**src/rtl/g2b_sync_if.sv**
```systemverilog
// Port bundle for g2b_sync: Gray input and clear from the source side, synchronized
// binary value and its change/step status back to the consumer.
interface g2b_sync_if #(
  parameter int width = 4
);
  logic [width-1:0] g_in;
  logic             err_clr;
  logic [width-1:0] b_out;
  logic             b_valid;
  logic             changed;
  logic [width-1:0] delta;
  logic             step_err;

  modport master (
    output g_in,
    output err_clr,
    input  b_out,
    input  b_valid,
    input  changed,
    input  delta,
    input  step_err
  );

  modport slave (
    input  g_in,
    input  err_clr,
    output b_out,
    output b_valid,
    output changed,
    output delta,
    output step_err
  );
endinterface

```
**src/rtl/g2b_sync.sv**
```systemverilog
// Synchronizes an asynchronous Gray-coded value into clk, converts it to binary and
// reports per-sample change, modular forward distance and multi-bit step errors.
module g2b_sync #(
  parameter int width       = 4,
  parameter int SYNC_STAGES = 2
) (
  input  logic       clk,
  input  logic       rst,
  g2b_sync_if.slave  bus
);

  localparam int             CW        = $clog2(SYNC_STAGES + 2);
  localparam logic [CW-1:0]  WARM_LAST = CW'(SYNC_STAGES);

  function automatic logic [width-1:0] gray2bin(input logic [width-1:0] g);
    logic [width-1:0] b;
    b[width-1] = g[width-1];
    for (int i = width - 2; i >= 0; i--) begin
      b[i] = b[i+1] ^ g[i];
    end
    return b;
  endfunction

  function automatic int unsigned popcount(input logic [width-1:0] v);
    int unsigned n;
    n = 32'd0;
    for (int i = 0; i < width; i++) begin
      n = n + {31'd0, v[i]};
    end
    return n;
  endfunction

  logic [width-1:0] sync_r [SYNC_STAGES];
  logic [width-1:0] prev_gs_r;
  logic [width-1:0] b_out_r;
  logic [width-1:0] delta_r;
  logic             changed_r;
  logic             step_err_r;
  logic             valid_r;
  logic [CW-1:0]    cnt_r;

  logic [width-1:0] gs_s;
  logic [width-1:0] bin_s;
  logic             multi_s;
  logic [width-1:0] delta_nxt_s;
  logic             changed_nxt_s;
  logic             step_err_nxt_s;
  logic             valid_nxt_s;
  logic [CW-1:0]    cnt_nxt_s;

  // State register: synchronizer chain, output registers and warm-up counter.
  always_ff @(posedge clk) begin
    if (rst) begin
      for (int i = 0; i < SYNC_STAGES; i++) begin
        sync_r[i] <= {width{1'b0}};
      end
      prev_gs_r  <= {width{1'b0}};
      b_out_r    <= {width{1'b0}};
      delta_r    <= {width{1'b0}};
      changed_r  <= 1'b0;
      step_err_r <= 1'b0;
      valid_r    <= 1'b0;
      cnt_r      <= {CW{1'b0}};
    end else begin
      sync_r[0] <= bus.g_in;
      for (int i = 1; i < SYNC_STAGES; i++) begin
        sync_r[i] <= sync_r[i-1];
      end
      prev_gs_r  <= gs_s;
      b_out_r    <= bin_s;
      delta_r    <= delta_nxt_s;
      changed_r  <= changed_nxt_s;
      step_err_r <= step_err_nxt_s;
      valid_r    <= valid_nxt_s;
      cnt_r      <= cnt_nxt_s;
    end
  end

  // Next-state: conversion, change/distance, sticky step error (set beats clear), warm-up.
  always_comb begin
    gs_s           = sync_r[SYNC_STAGES-1];
    bin_s          = gray2bin(gs_s);
    multi_s        = (popcount(gs_s ^ prev_gs_r) > 32'd1);
    delta_nxt_s    = {width{1'b0}};
    changed_nxt_s  = 1'b0;
    step_err_nxt_s = step_err_r;
    valid_nxt_s    = valid_r;
    cnt_nxt_s      = cnt_r;

    if (valid_r && (bin_s != b_out_r)) begin
      changed_nxt_s = 1'b1;
      delta_nxt_s   = bin_s - b_out_r;
    end else begin
      changed_nxt_s = 1'b0;
      delta_nxt_s   = {width{1'b0}};
    end

    if (valid_r && multi_s) begin
      step_err_nxt_s = 1'b1;
    end else if (bus.err_clr) begin
      step_err_nxt_s = 1'b0;
    end else begin
      step_err_nxt_s = step_err_r;
    end

    // The counter saturates on the edge that raises b_valid.
    if (cnt_r == WARM_LAST) begin
      cnt_nxt_s   = cnt_r;
      valid_nxt_s = 1'b1;
    end else begin
      cnt_nxt_s   = cnt_r + CW'(1);
      valid_nxt_s = 1'b0;
    end
  end

  // Output drive: every port comes straight from a register.
  always_comb begin
    bus.b_out    = b_out_r;
    bus.b_valid  = valid_r;
    bus.changed  = changed_r;
    bus.delta    = delta_r;
    bus.step_err = step_err_r;
  end

endmodule

```
**src/flat_wrapper.sv**
```systemverilog
// flat-port wrapper written by rule: the top's interface ports become plain ports
module g2b_sync_flat 
#(
  parameter int width       = 4,
  parameter int SYNC_STAGES = 2
)
  (clk, rst, bus_g_in, bus_err_clr, bus_b_out, bus_b_valid, bus_changed, bus_delta, bus_step_err);
  g2b_sync_if #(.width(width)) bus_i ();
  input  logic clk;
  input  logic rst;
  input wire logic [$bits(bus_i.g_in)-1:0] bus_g_in;
  input wire logic [$bits(bus_i.err_clr)-1:0] bus_err_clr;
  output wire logic [$bits(bus_i.b_out)-1:0] bus_b_out;
  output wire logic [$bits(bus_i.b_valid)-1:0] bus_b_valid;
  output wire logic [$bits(bus_i.changed)-1:0] bus_changed;
  output wire logic [$bits(bus_i.delta)-1:0] bus_delta;
  output wire logic [$bits(bus_i.step_err)-1:0] bus_step_err;
  assign bus_i.g_in = bus_g_in;
  assign bus_i.err_clr = bus_err_clr;
  assign bus_b_out = bus_i.b_out;
  assign bus_b_valid = bus_i.b_valid;
  assign bus_changed = bus_i.changed;
  assign bus_delta = bus_i.delta;
  assign bus_step_err = bus_i.step_err;
  g2b_sync #(.width(width), .SYNC_STAGES(SYNC_STAGES)) u_core (.clk(clk), .rst(rst), .bus(bus_i));
endmodule
```
**config.mk**
```make
export PLATFORM = sky130hd
export DESIGN_NAME = g2b_sync_flat
export DESIGN_NICKNAME = d
export VERILOG_FILES = /design/src/rtl/g2b_sync_if.sv /design/src/rtl/g2b_sync.sv /design/src/flat_wrapper.sv
export SDC_FILE = /design/constraint.sdc
export NUM_CORES = 1
export LEC_CHECK = 0
export ABC_CLOCK_PERIOD_IN_PS = 2500
export CAP_MARGIN = 20
export CELL_PAD_IN_SITES_DETAIL_PLACEMENT = 1
export CELL_PAD_IN_SITES_GLOBAL_PLACEMENT = 1
export CORE_AREA = 2 2 52 54
export DETAILED_ROUTE_END_ITERATION = 12
export DIE_AREA = 0 0 54 56
export PLACE_DENSITY_LB_ADDON = 0.12
export SETUP_SLACK_MARGIN = 0.15
export SLEW_MARGIN = 10
export SYNTH_ARGS = -nofsm -noshare
export SYNTH_HDL_FRONTEND = slang
export SYNTH_SLANG_ARGS = --single-unit
```
**constraint.sdc**
```tcl
create_clock -name clk -period 2.5 [get_ports clk]
set_clock_uncertainty 0.2 [all_clocks]
set_input_delay 0.25 -clock clk [delete_from_list [all_inputs] [get_ports clk]]
set_output_delay 0.25 -clock clk [all_outputs]
set_load 0.01 [all_outputs]
```
## After elaboration in Yosys (flattened, before gate mapping)

Memory sizes are Yosys's and may differ from the RTL's.
Index checks and enable logic that the tools add are counted.

| storage, ports and cells | value |
|---|---|
| output and inout port bits | 11 |
| input port bits | 7 |
| register bits | 17 |
| RAM bits | 8 |
| memories | 1 |

Memory list:

| name | words | width | read ports | clocked after memory_dff | wr ports | line | source |
|---|---|---|---|---|---|---|---|
| u_core.sync_r | 2 | 4 | 2 | 0 | 2 | g2b_sync.sv:33 | `logic [width-1:0] sync_r [SYNC_STAGES];` |

| cells by class | value |
|---|---|
| add/sub/neg operators | 5 |
| bitwise logic cells | 7 |
| mux-type cells | 9 |
| reductions and logical operators | 4 |
| equality and inequality tests | 2 |
| order comparisons | 1 |

Operator list:

| cell | count |
|---|---|
| 32-bit by 1-bit adder with 32-bit output | 2 |
| 32-bit by 1-bit greater-than comparator with 1-bit output, second input constant | 1 |
| 4-bit 2-to-1 mux | 2 |
| 1-bit 2-to-1 mux | 7 |
| 4-bit inequality test | 1 |
| 4-bit subtractor | 1 |
| 4-bit bitwise XOR | 1 |
| 1-bit bitwise XOR | 3 |
| 1-bit by 1-bit adder with 2-bit output | 1 |
| 2-bit by 1-bit adder with 2-bit output, second input constant | 1 |
| 2-bit == test, second input constant | 1 |
| 1-bit logical AND | 2 |
| 1-bit bitwise OR | 2 |
| 2-bit nonzero test | 1 |
| 2-bit OR reduction | 1 |
| 1-bit NOT | 1 |

## Longest topological paths before layout

Gate-level depths: netlist of the first run.
An unclocked memory read counts as a cell.

| depth | value |
|---|---|
| depth in word-level cells | 8 |
| mapped depth | 6 |
| mapped depth without buffers | 6 |

## Worst setup path before layout of the first run

No wires, ideal clock.

| timing path | value |
|---|---|
| path kind | reg2reg |
| start | mem u_core.sync_r[1][3], in the netlist u_core.sync_r[0][7] |
| end | reg u_core.delta_r[2], in the netlist u_core.bus.delta[2] |
| library setup time | 124 ps |
| data required time | 2176 ps |
| arrival time | 1780 ps |
| slack | 396 ps |
| cell stages (with the launch flop) | 7 |
| path through | dfxtp_1 -> xnor3_2 -> xor2_2 -> ha_1 -> fa_1 -> xor2_1 -> nor2_1 |

RTL lines:

| what | line | source |
|---|---|---|
| from (decl) | g2b_sync.sv:33 |  |
| to (signal assigned) | g2b_sync.sv:59 | `delta_r <= {width{1'b0}};` |
| to (signal assigned) | g2b_sync.sv:71 | `delta_r <= delta_nxt_s;` |
| to (decl) | g2b_sync.sv:36 | `logic [width-1:0] delta_r;` |

==> results.json, run 1 <==
{
  "drc": 0,
  "hp-class": "register to register",
  "end_kind": "register",
  "fmax_ghz": 0.457,
  "core.rowCount": 18,
  "fin_crit_sh_pct": 87.5,
  "crit_arrival_ns": 2.24,
  "netlist_area_sq_um": 905,
  "timing.rr.end": "u_core.bus.delta[2]",
  "powerDensity_mw_per_mm2": 766,
  "cts_made_buffers": 3,
  "grt_pass1_wl_um": 2630,
  "drive_gt1_share_pct": 8.91,
  "power_frac_comb_pct": 18.9,
  "h-tree-depth": 1,
  "dp_hpwl_um": 1180,
  "synthSimpleGateAreaFrac_pct": 16.7,
  "synth_fp_nets": 96,
  "drt-total-wl_um": 1510,
  "synthAdderAreaFrac_pct": 10.5,
  "synthDistinctLibCells": 20,
  "yosysSeqAreaShare_pct": 53.1,
  "detail-route-antenna-nets": 0,
  "path_clk_slew_ns": 0.14,
  "multi_input_area_sq_um": 387,
  "dieArea_sq_mm": 0.00302,
  "dr.pass1.iters": 2,
  "final_core_util_pct": 47.6,
  "async_flop_share_pct": 0,
  "min_to": "u_core.sync_r[0][7]",
  "period_minus_slack_ns": 2.19,
  "synth_compound_area_share_pct": 4.29,
  "vdd.ir_drop.worst_mv": 0.422,
  "worstPathRequired_ns": 2.56,
  "drt-initial-drc-count": 4,
  "yosys-top-cells-count": "24 x dfxtp_1, 14 x nor2b_1, 7 x nor2_1, 7 x xor2_1",
  "power.share.clock_pct": 31.9,
  "finalHoldViolCount": 0,
  "num_vias": 592,
  "criticalPathCategory": "register to register",
  "status": "finished clean",
  "port_buffers": 17,
  "grt_pass1_vias": 604,
  "p_seq_share_pct": 49.2,
  "synth_top_area_cell": "dfxtp_1",
  "cts_sinks": 24,
  "ys.flop_type": "dfxtp_1",
  "ctsResizeCount": 0,
  "postCtsSetupRepairBufs": 0,
  "fillers": 286,
  "min_path_cells": 1,
  "routedWlPerCell_um": 11.5,
  "regToRegStartpoint": "u_core.sync_r[0][6]",
  "holdBufCountCts": 0,
  "power_leakage_nw": 0.506,
  "synth_top_area_share_pct": 53.1,
  "fin_tns_setup_ns": 0,
  "antenna_found_initial": 0,
  "syn_inst": 82,
  "holdWs_ns": 0.253,
  "yosysMostFrequentCell": "dfxtp_1",
  "fin_nets": 116,
  "initial_core_util_pct": 37.2,
  "tightest_slew_ns": 0.312,
  "die_y_um": 56,
  "drv_slew": 0,
  "vias_per_cell": 4.52,
  "synth_edf_count": 0,
  "synth_mux_area_share_pct": 0,
  "cts_tree": "done",
  "synth_xor_area_share_pct": 11.2,
  "routabilityCongestion": 0.753,
  "insertion_delay_ns": 0.32,
  "holdCritStartpoint": "u_core.sync_r[0][3]",
  "ctsRootBufferMaster": "clkbuf_4",
  "io_pins": 18,
  "clk_path_buf_depth": 2,
  "syn_area_per_cell_sq_um": 11.0,
  "startpoint_type": "register",
  "die_w_um": 54,
  "track_usage_pct": 12.1,
  "cp_max_fo": 4,
  "regToRegSetupSlack_ns": 0.31,
  "core_sq_mm": 0.00243,
  "worstRegToRegCells": 6,
  "intPower_w": 0.000667,
  "synth.area.top_cells": "dfxtp_1 53%, nor2b_1 9.7%, ha_1 8.3%",
  "p_sw_w": 0.000220,
  "netSwitchingFraction_pct": 24.8,
  "area_growth_pct": 28.1,
  "ys_seq_elements": 24,
  "synth_top_family_by_area": "simple AND/OR/NAND/NOR gates",
  "cap_viol_max_count": 0,
  "slew_headroom_pct": 79.2,
  "synthesis.yosys.warnings": 0,
  "overflow": 0,
  "setup_viol": 0,
  "rsz0062_at_grt": "false",
  "insertedDiodeCount": 0,
  "grt_max_degree": 20,
  "register_area_sq_um": 482
}
[layout make-up]
cell class | instances | share of cell area (%)
Clock inverter | 1 | 2.59
Sequential cell | 24 | 41.6
Timing Repair Buffer | 18 | 15.3
Clock buffer | 3 | 1.94
Inverter | 6 | 1.94
Multi-Input combinational cell | 49 | 33.4
Tap cell | 30 | 3.24
[routing by layer]
layer / share of wire [%] / vias up / GRT usage [%]
met1: 42 / 278 / 14.3
met5: 0 / - / 0
met3: 4.8 / 2 / 2.42
li1: - / 300 / -
met2: 53 / 12 / 20.0
met4: 0.66 / 0 / 6.43
[through the flow]
step | instance area [sq um] | setup slack, ns | power, W | cells
4_1_cts | 1160 | 0.233 | 0.000907 | 131
6_report | 1160 | 0.313 | 0.000888 | 131
3_5_place_dp | 1100 | 0.282 | 0.000618 | 127
2_1_floorplan | 905 | 0.396 | 0.000557 | 82
3_3_place_gp | 1100 | 0.345 | 0.000607 | 127
5_1_grt | 1160 | 0.159 | 0.000951 | 131
[worst max-delay path by stage]
stage / startpoint / slack [ns] / end / depth (start not counted)
5_1_grt: u_core.sync_r[0][6] / 0.16 / u_core.bus.delta[2] / 6
3_3_place_gp: u_core.sync_r[0][7] / 0.34 / u_core.bus.delta[2] / 6
6_report: u_core.sync_r[0][6] / 0.31 / u_core.bus.delta[2] / 6
3_5_place_dp: u_core.sync_r[0][7] / 0.28 / u_core.bus.delta[2] / 6
4_1_cts: u_core.sync_r[0][7] / 0.23 / u_core.bus.delta[2] / 6
2_1_floorplan: u_core.sync_r[0][7] / 0.40 / u_core.bus.delta[2] / 6
[registers in the layout, summed over array words and instances (netlist names)]
signal               flops
u_core.bus.delta         4
u_core.prev_gs_r         3
u_core.sync_r            8
u_core.bus.step_err      1
u_core.cnt_r             2
u_core.bus.b_out         4
u_core.bus.changed       1
u_core.bus.b_valid       1
[cells in the final DEF (no fill, tap or decap), types with 2 or more instances in the layout]
| master | synthesis | final |
|---|---|---|
| nor2b_1 | 14 | 14 |
| xor2_1 | 7 | 7 |
| nor2_1 | 7 | 7 |
| inv_1 | 6 | 6 |
| clkdlybuf4s50_1 | 0 | 17 |
| a21oi_1 | 3 | 3 |
| nand3_1 | 2 | 2 |
| dfxtp_1 | 24 | 23 |
| clkbuf_4 | 0 | 3 |
| ha_1 | 6 | 6 |
[worst max-delay path: stages (launching register included)]
cell     delay [ns]
dfxtp_1        0.45
xnor3_2        0.43
xor2_2         0.18
ha_1           0.21
fa_1           0.38
xor2_1         0.17
nor2_1         0.11
[cells by family (layout without fill, tap and decap cells)]
kind of cell,after synthesis,count (layout)
AO/OA/AOI/OAI,6,6
XOR/XNOR,9,9
adder cells (fa/ha/maj),7,7
buffers and inverters,9,28
flip-flops,24,24
AND/OR/NAND/NOR,27,27
[power groups by stage]
stage                     sequential [W]  clock [W]  combinational (W)
final                           0.000437   0.000283           0.000168
after global routing            0.000441   0.000313           0.000197
after CTS                       0.000438   0.000296           0.000173
after detailed placement        0.000447          0           0.000171
after global placement          0.000444          0           0.000162
after floorplan                 0.000448          0           0.000109
Note: power is estimated with default switching activity, not from simulation.
==> inputs of run 2 (changes only) <==
PLACE_DENSITY_LB_ADDON = 0.2   (was 0.12)
==> results.json, run 2 (synthesized netlist as in run 1, its figures left out) <==
{
  "finalHoldViolCount": 0,
  "grt_pass1_wl_um": 2560,
  "holdWs_ns": 0.250,
  "drt-initial-drc-count": 3,
  "slew_headroom_pct": 78.4,
  "cap_viol_max_count": 0,
  "drv_slew": 0,
  "path_clk_slew_ns": 0.12,
  "period_minus_slack_ns": 2.21,
  "setup_viol": 0,
  "layout_common_cells": "24 x dfxtp_1, 17 x clkdlybuf4s50_1, 14 x nor2b_1",
  "dr.pass1.iters": 2,
  "intPower_w": 0.000561,
  "worstRegToRegCells": 6,
  "ctsRootBufferMaster": "clkbuf_4",
  "h-tree-depth": 1,
  "initial_core_util_pct": 37.2,
  "port_buffers": 17,
  "cts_tree": "done",
  "dp.cells": 127,
  "fin_nets": 116,
  "io_pins": 18,
  "power_frac_comb_pct": 21.7,
  "worstPathRequired_ns": 2.50,
  "insertion_delay_ns": 0.30,
  "power.share.clock_pct": 21.0,
  "drt-total-wl_um": 1410,
  "min_to": "u_core.sync_r[0][4]",
  "postCtsSetupRepairBufs": 0,
  "num_vias": 580,
  "die_w_um": 54,
  "core.rowCount": 18,
  "startpoint_type": "register",
  "routedWlPerCell_um": 10.8,
  "vias_per_cell": 4.46,
  "end_kind": "register",
  "cts_sinks": 24,
  "dieArea_sq_mm": 0.00302,
  "critPathTopFamily": "XOR/XNOR gates",
  "cp_cell_sequence": "xnor3_2 -> xor2_2 -> ha_1 -> fa_1 -> xor2_1 -> nor2_1",
  "fin_cells": 130,
  "fin_crit_sh_pct": 88.5,
  "holdCritStartpoint": "u_core.sync_r[0][0]",
  "regMostFlops": "u_core.sync_r",
  "mostFrequentLayoutCell": "dfxtp_1",
  "fin_tns_setup_ns": 0,
  "crit_arrival_ns": 2.22,
  "drive_gt1_share_pct": 7.00,
  "cts_made_buffers": 3,
  "area_growth_pct": 24.6,
  "die_y_um": 56,
  "rsz0062_at_grt": "false",
  "regToRegSetupSlack_ns": 0.29,
  "status": "finished clean",
  "routabilityCongestion": 0.761,
  "clk_path_buf_depth": 2,
  "min_path_cells": 1,
  "regToRegStartpoint": "u_core.sync_r[0][7]",
  "grt_max_degree": 20,
  "ctsResizeCount": 0,
  "drc": 0,
  "netSwitchingFraction_pct": 26.4,
  "cp_num_buf_inv": 0,
  "criticalPathCategory": "register to register",
  "slowest_stage": "xnor3_2",
  "total_power_w": 0.000762,
  "vdd.ir_drop.worst_mv": 0.311,
  "fmax_ghz": 0.452,
  "overflow": 0,
  "dp_hpwl_um": 1110,
  "core_sq_mm": 0.00243,
  "grt_pass1_vias": 577,
  "hp-class": "register to register",
  "fillers": 272,
  "antenna_found_initial": 0,
  "tightest_slew_ns": 0.323,
  "track_usage_pct": 11.6,
  "detail-route-antenna-nets": 0,
  "insertedDiodeCount": 0,
  "largest_register_ffs": 8,
  "timing.rr.end": "u_core.bus.delta[2]",
  "powerDensity_mw_per_mm2": 676,
  "holdBufCountCts": 0,
  "p_seq_share_pct": 57.3,
  "p_sw_w": 0.000201,
  "power_leakage_nw": 0.492,
  "critPathMaxStageDelay_ns": 0.52,
  "cp_max_fo": 4
}
-- run 2: cell types whose count changed in the layout (fill, tap and decap cells not counted) --
cell       delta
bufinv_16     -1
dfxtp_2       -1
dfxtp_1       +1
-- run 2: power by group through the flow --
stage               Sequential [W]  Combinational (W)  Clock (W)
floorplan                 0.000448           0.000109          0
finish                    0.000436           0.000165   0.000160
CTS                       0.000438           0.000170   0.000172
detailed placement        0.000447           0.000168          0
global route              0.000442           0.000196   0.000195
global placement          0.000444           0.000162          0
-- run 2: cell type report --
type                       count  area, sq um  share of cell area (%)
tap                           30         37.5                    3.33
timing repair buffer          18          178                    15.8
clock buffer                   3         22.5                    2.00
multi-input combinational     49          387                    34.3
sequential                    24          480                    42.6
inverter                       6         22.5                    2.00
-- run 2: layer usage --
layer	vias up	part of all wire (%)	GRT usage [%]
li1	293	-	-
met1	271	45	14.9
met2	14	49	17.9
met3	2	5.6	3.49
met4	0	1.1	4.29
met5	-	0	0
-- run 2: worst max path at each step --
stage,from,end,depth (start not counted)
2_1_floorplan,u_core.sync_r[0][7],u_core.bus.delta[2],6
3_3_place_gp,u_core.sync_r[0][7],u_core.bus.delta[2],6
3_5_place_dp,u_core.sync_r[0][7],u_core.bus.delta[2],6
4_1_cts,u_core.sync_r[0][7],u_core.bus.delta[2],6
5_1_grt,u_core.sync_r[0][7],u_core.bus.delta[2],6
6_report,u_core.sync_r[0][7],u_core.bus.delta[2],6
-- run 2: worst reg2reg max path, delay by kind of cell, from the launching register on --
kind	cells	cell delay, ns
flops	1	0.41
simple gates	1	0.05
xor+xnor	3	0.86
fa+ha+maj	2	0.60
-- run 2: per-stage QoR --
stage	setup slack, ns	utilization, %	area, sq um
after floorplan	0.396	-	905
after global placement	0.344	45.4	1100
after detailed placement	0.275	45.4	1100
after CTS	0.265	46.3	1130
after global routing	0.194	46.3	1130
final	0.286	46.3	1130
==> inputs of run 3 (changes only) <==
--- a/config.mk
+++ b/config.mk
@@ -19,2 +19,3 @@
 export SYNTH_HDL_FRONTEND = slang
 export SYNTH_SLANG_ARGS = --single-unit
+export TNS_END_PERCENT = 10
==> constraint.sdc (replaced) <==
create_clock -name clk -period 2.5 [get_ports clk]
set_clock_uncertainty 0.2 [all_clocks]
set_input_delay 0.625 -clock clk [delete_from_list [all_inputs] [get_ports clk]]
set_output_delay 0.625 -clock clk [all_outputs]
set_load 0.01 [all_outputs]
==> results of run 3 <==
The final DEF is identical to that of run 2; final timing and power are the same.
==> patch, RTL diff (config.mk and constraints of run 1) <==
`width` is set to 4 in 3 places; all go to 3.
--- a/src/rtl/g2b_sync_if.sv
+++ b/src/rtl/g2b_sync_if.sv
@@ -1,7 +1,7 @@
 // Port bundle for g2b_sync: Gray input and clear from the source side, synchronized
 // binary value and its change/step status back to the consumer.
 interface g2b_sync_if #(
-  parameter int width = 4
+  parameter int width = 3
 );
   logic [width-1:0] g_in;
   logic             err_clr;
--- a/src/rtl/g2b_sync.sv
+++ b/src/rtl/g2b_sync.sv
@@ -1,7 +1,7 @@
 // Synchronizes an asynchronous Gray-coded value into clk, converts it to binary and
 // reports per-sample change, modular forward distance and multi-bit step errors.
 module g2b_sync #(
-  parameter int width       = 4,
+  parameter int width       = 3,
   parameter int SYNC_STAGES = 2
 ) (
   input  logic       clk,
--- a/src/flat_wrapper.sv
+++ b/src/flat_wrapper.sv
@@ -1,7 +1,7 @@
 // flat-port wrapper written by rule: the top's interface ports become plain ports
 module g2b_sync_flat 
 #(
-  parameter int width       = 4,
+  parameter int width       = 3,
   parameter int SYNC_STAGES = 2
 )
   (clk, rst, bus_g_in, bus_err_clr, bus_b_out, bus_b_valid, bus_changed, bus_delta, bus_step_err);
Ports: changed (resized bus_b_out, bus_delta and bus_g_in); port bits go from 18 to 15. The function was not compared with the original's and may differ.
==> patch against run 1 <==
Wire length shrank 33%; count of clock-buffer cells in the layout grew 1; setup slack gained 0.34 ns; synthesized cell count shrank 23%; critical path depth is the same; synthesized area shrank 24%; core utilization shrank 11 points; non-clock buffer count shrank 3; largest power group unchanged; hold slack lost 0.0025 ns; sequential cell count shrank 5; power shrank 30%; fmax grew 19%; design area shrank 23%.
==> patch: results (changes against run 1) <==
* Count of multi-input gates at 38 (-22%)
* Area occupied by multi-input gates at 281.5 µm² (-27%)
* Multi-input logic portion of the cell area at 0.3169 (-0.01679)
* Wire length of the first global-routing pass at 1.745 mm (-34%)
* Combinational power at 119 µW (-29%)
* Fraction of layout cells with a size suffix above 1 at 0.07500 (-0.01411)
* Iteration-0 DRC count of the detailed router at 2 (-2)
* Clock-pin transition on the worst setup and hold timing paths at 0.10 ns (-0.04 ns)
* Post-route met1 wirelength at 464 µm (-26%)
* Main area contributors after synthesis: sky130_fd_sc_hd__dfxtp_1 (55%), sky130_fd_sc_hd__nor2b_1 (11%), sky130_fd_sc_hd__ha_1 (7.3%), sky130_fd_sc_hd__nor2_1 (4.9%), sky130_fd_sc_hd__xor2_2 (4.7%)
* Number of optimization iterations in the first detailed-route pass at 3 (+1)
* Wire length on met2 at 466 µm (-42%)
* Final-layout non-clock buffer area share at 0.1662 (+0.01285)
* Worst hold slack at 0.2505 ns (-0.002507 ns)
* Fraction of area in registers at 0.4282 (+0.01240)
* Global placer's final weighted congestion at 0.7180 (-4.7%)
* Relative slew margins at 0.8255 (+0.03393)
* GRT Total Usage at 0.08151 (-0.03988)
* Worst Path Max Fanout at 3 (-1)
* Number of storage elements in the synthesis netlist at 19 (-21%)
* Internal cell power at 458.9 µW (-31%)
* Unique cell type count in the Yosys netlist at 16 (-20%)
* Sequential group power at 350 µW (-20%)
* Proportion of synthesized chip area in sequential cells at 0.5527 (+0.02161)
* Met1 usage at 0.09121 (-0.05141)
* Detailed-route via count at 422 (-29%)
* Worst setup timing slack at the placement stage at 0.6397 ns (+0.3575 ns)
* Leading post-synthesis cells by instance count: sky130_fd_sc_hd__dfxtp_1 (19), sky130_fd_sc_hd__nor2b_1 (12), sky130_fd_sc_hd__nor2_1 (9), sky130_fd_sc_hd__ha_1 (4), sky130_fd_sc_hd__inv_1 (4)
* Maximum number of pins on one net before global-route repair at 12 (-40%)
* Clock network share of area at 0.02958 (-0.01578)
* Arrival @ worst endpoint at 1.83 ns (-0.41 ns)
* Met2 Use GR at 0.1237 (-0.07666)
* Run status: finished, final reports clean
* Number of placed instances, taps included at 106 (-17%)
* Routed wire length on met3 at 64 µm (-11%)
* Total length of routed wires at 1.008 mm (-33%)
* Synthesized net count at 74 (-23%)
* Peak supply drop at 0.0003196 V (-24%)
* Clock insertion delay at the later pin of the skew report at 0.29 ns (-0.03 ns)
* Number of buffers outside the clock class in the layout at 15 (-3)
* # nets final at 92 (-21%)
* Flip-flop count of the largest register after layout at 6 (-2)
* Cell leakage power at 0.3751 nW (-26%)
* Filler cells at 291 (+1.7%)
* Average routed wire per standard cell at 9.164 µm (-20%)
* Port bufs at 14 (-3)
## patch: path summary, 6_finish.rpt
path | from | end | depth (start not counted)
worst max-delay path | u_core.sync_r[0][5] | u_core.bus.delta[2] | 6
worst min-delay path | u_core.sync_r[0][2] | u_core.sync_r[0][5] | 1
worst max register to register | u_core.sync_r[0][5] | u_core.bus.delta[2] | 6
worst min register to register | u_core.sync_r[0][2] | u_core.sync_r[0][5] | 1
## patch: kinds of logic after synthesis
group | synth area share
flops | 0.5527
buf+inv | 0.03817
compound gates | 0.02544
fa+ha+maj | 0.1018
simple gates | 0.1709
xor+xnor | 0.1109
## patch: critical path: stages, from the launching register on
cell,delay [ns]
sky130_fd_sc_hd__dfxtp_1,0.44
sky130_fd_sc_hd__xor2_2,0.21
sky130_fd_sc_hd__xnor2_1,0.11
sky130_fd_sc_hd__ha_1,0.20
sky130_fd_sc_hd__fa_1,0.37
sky130_fd_sc_hd__xnor2_1,0.16
sky130_fd_sc_hd__nor2_1,0.05
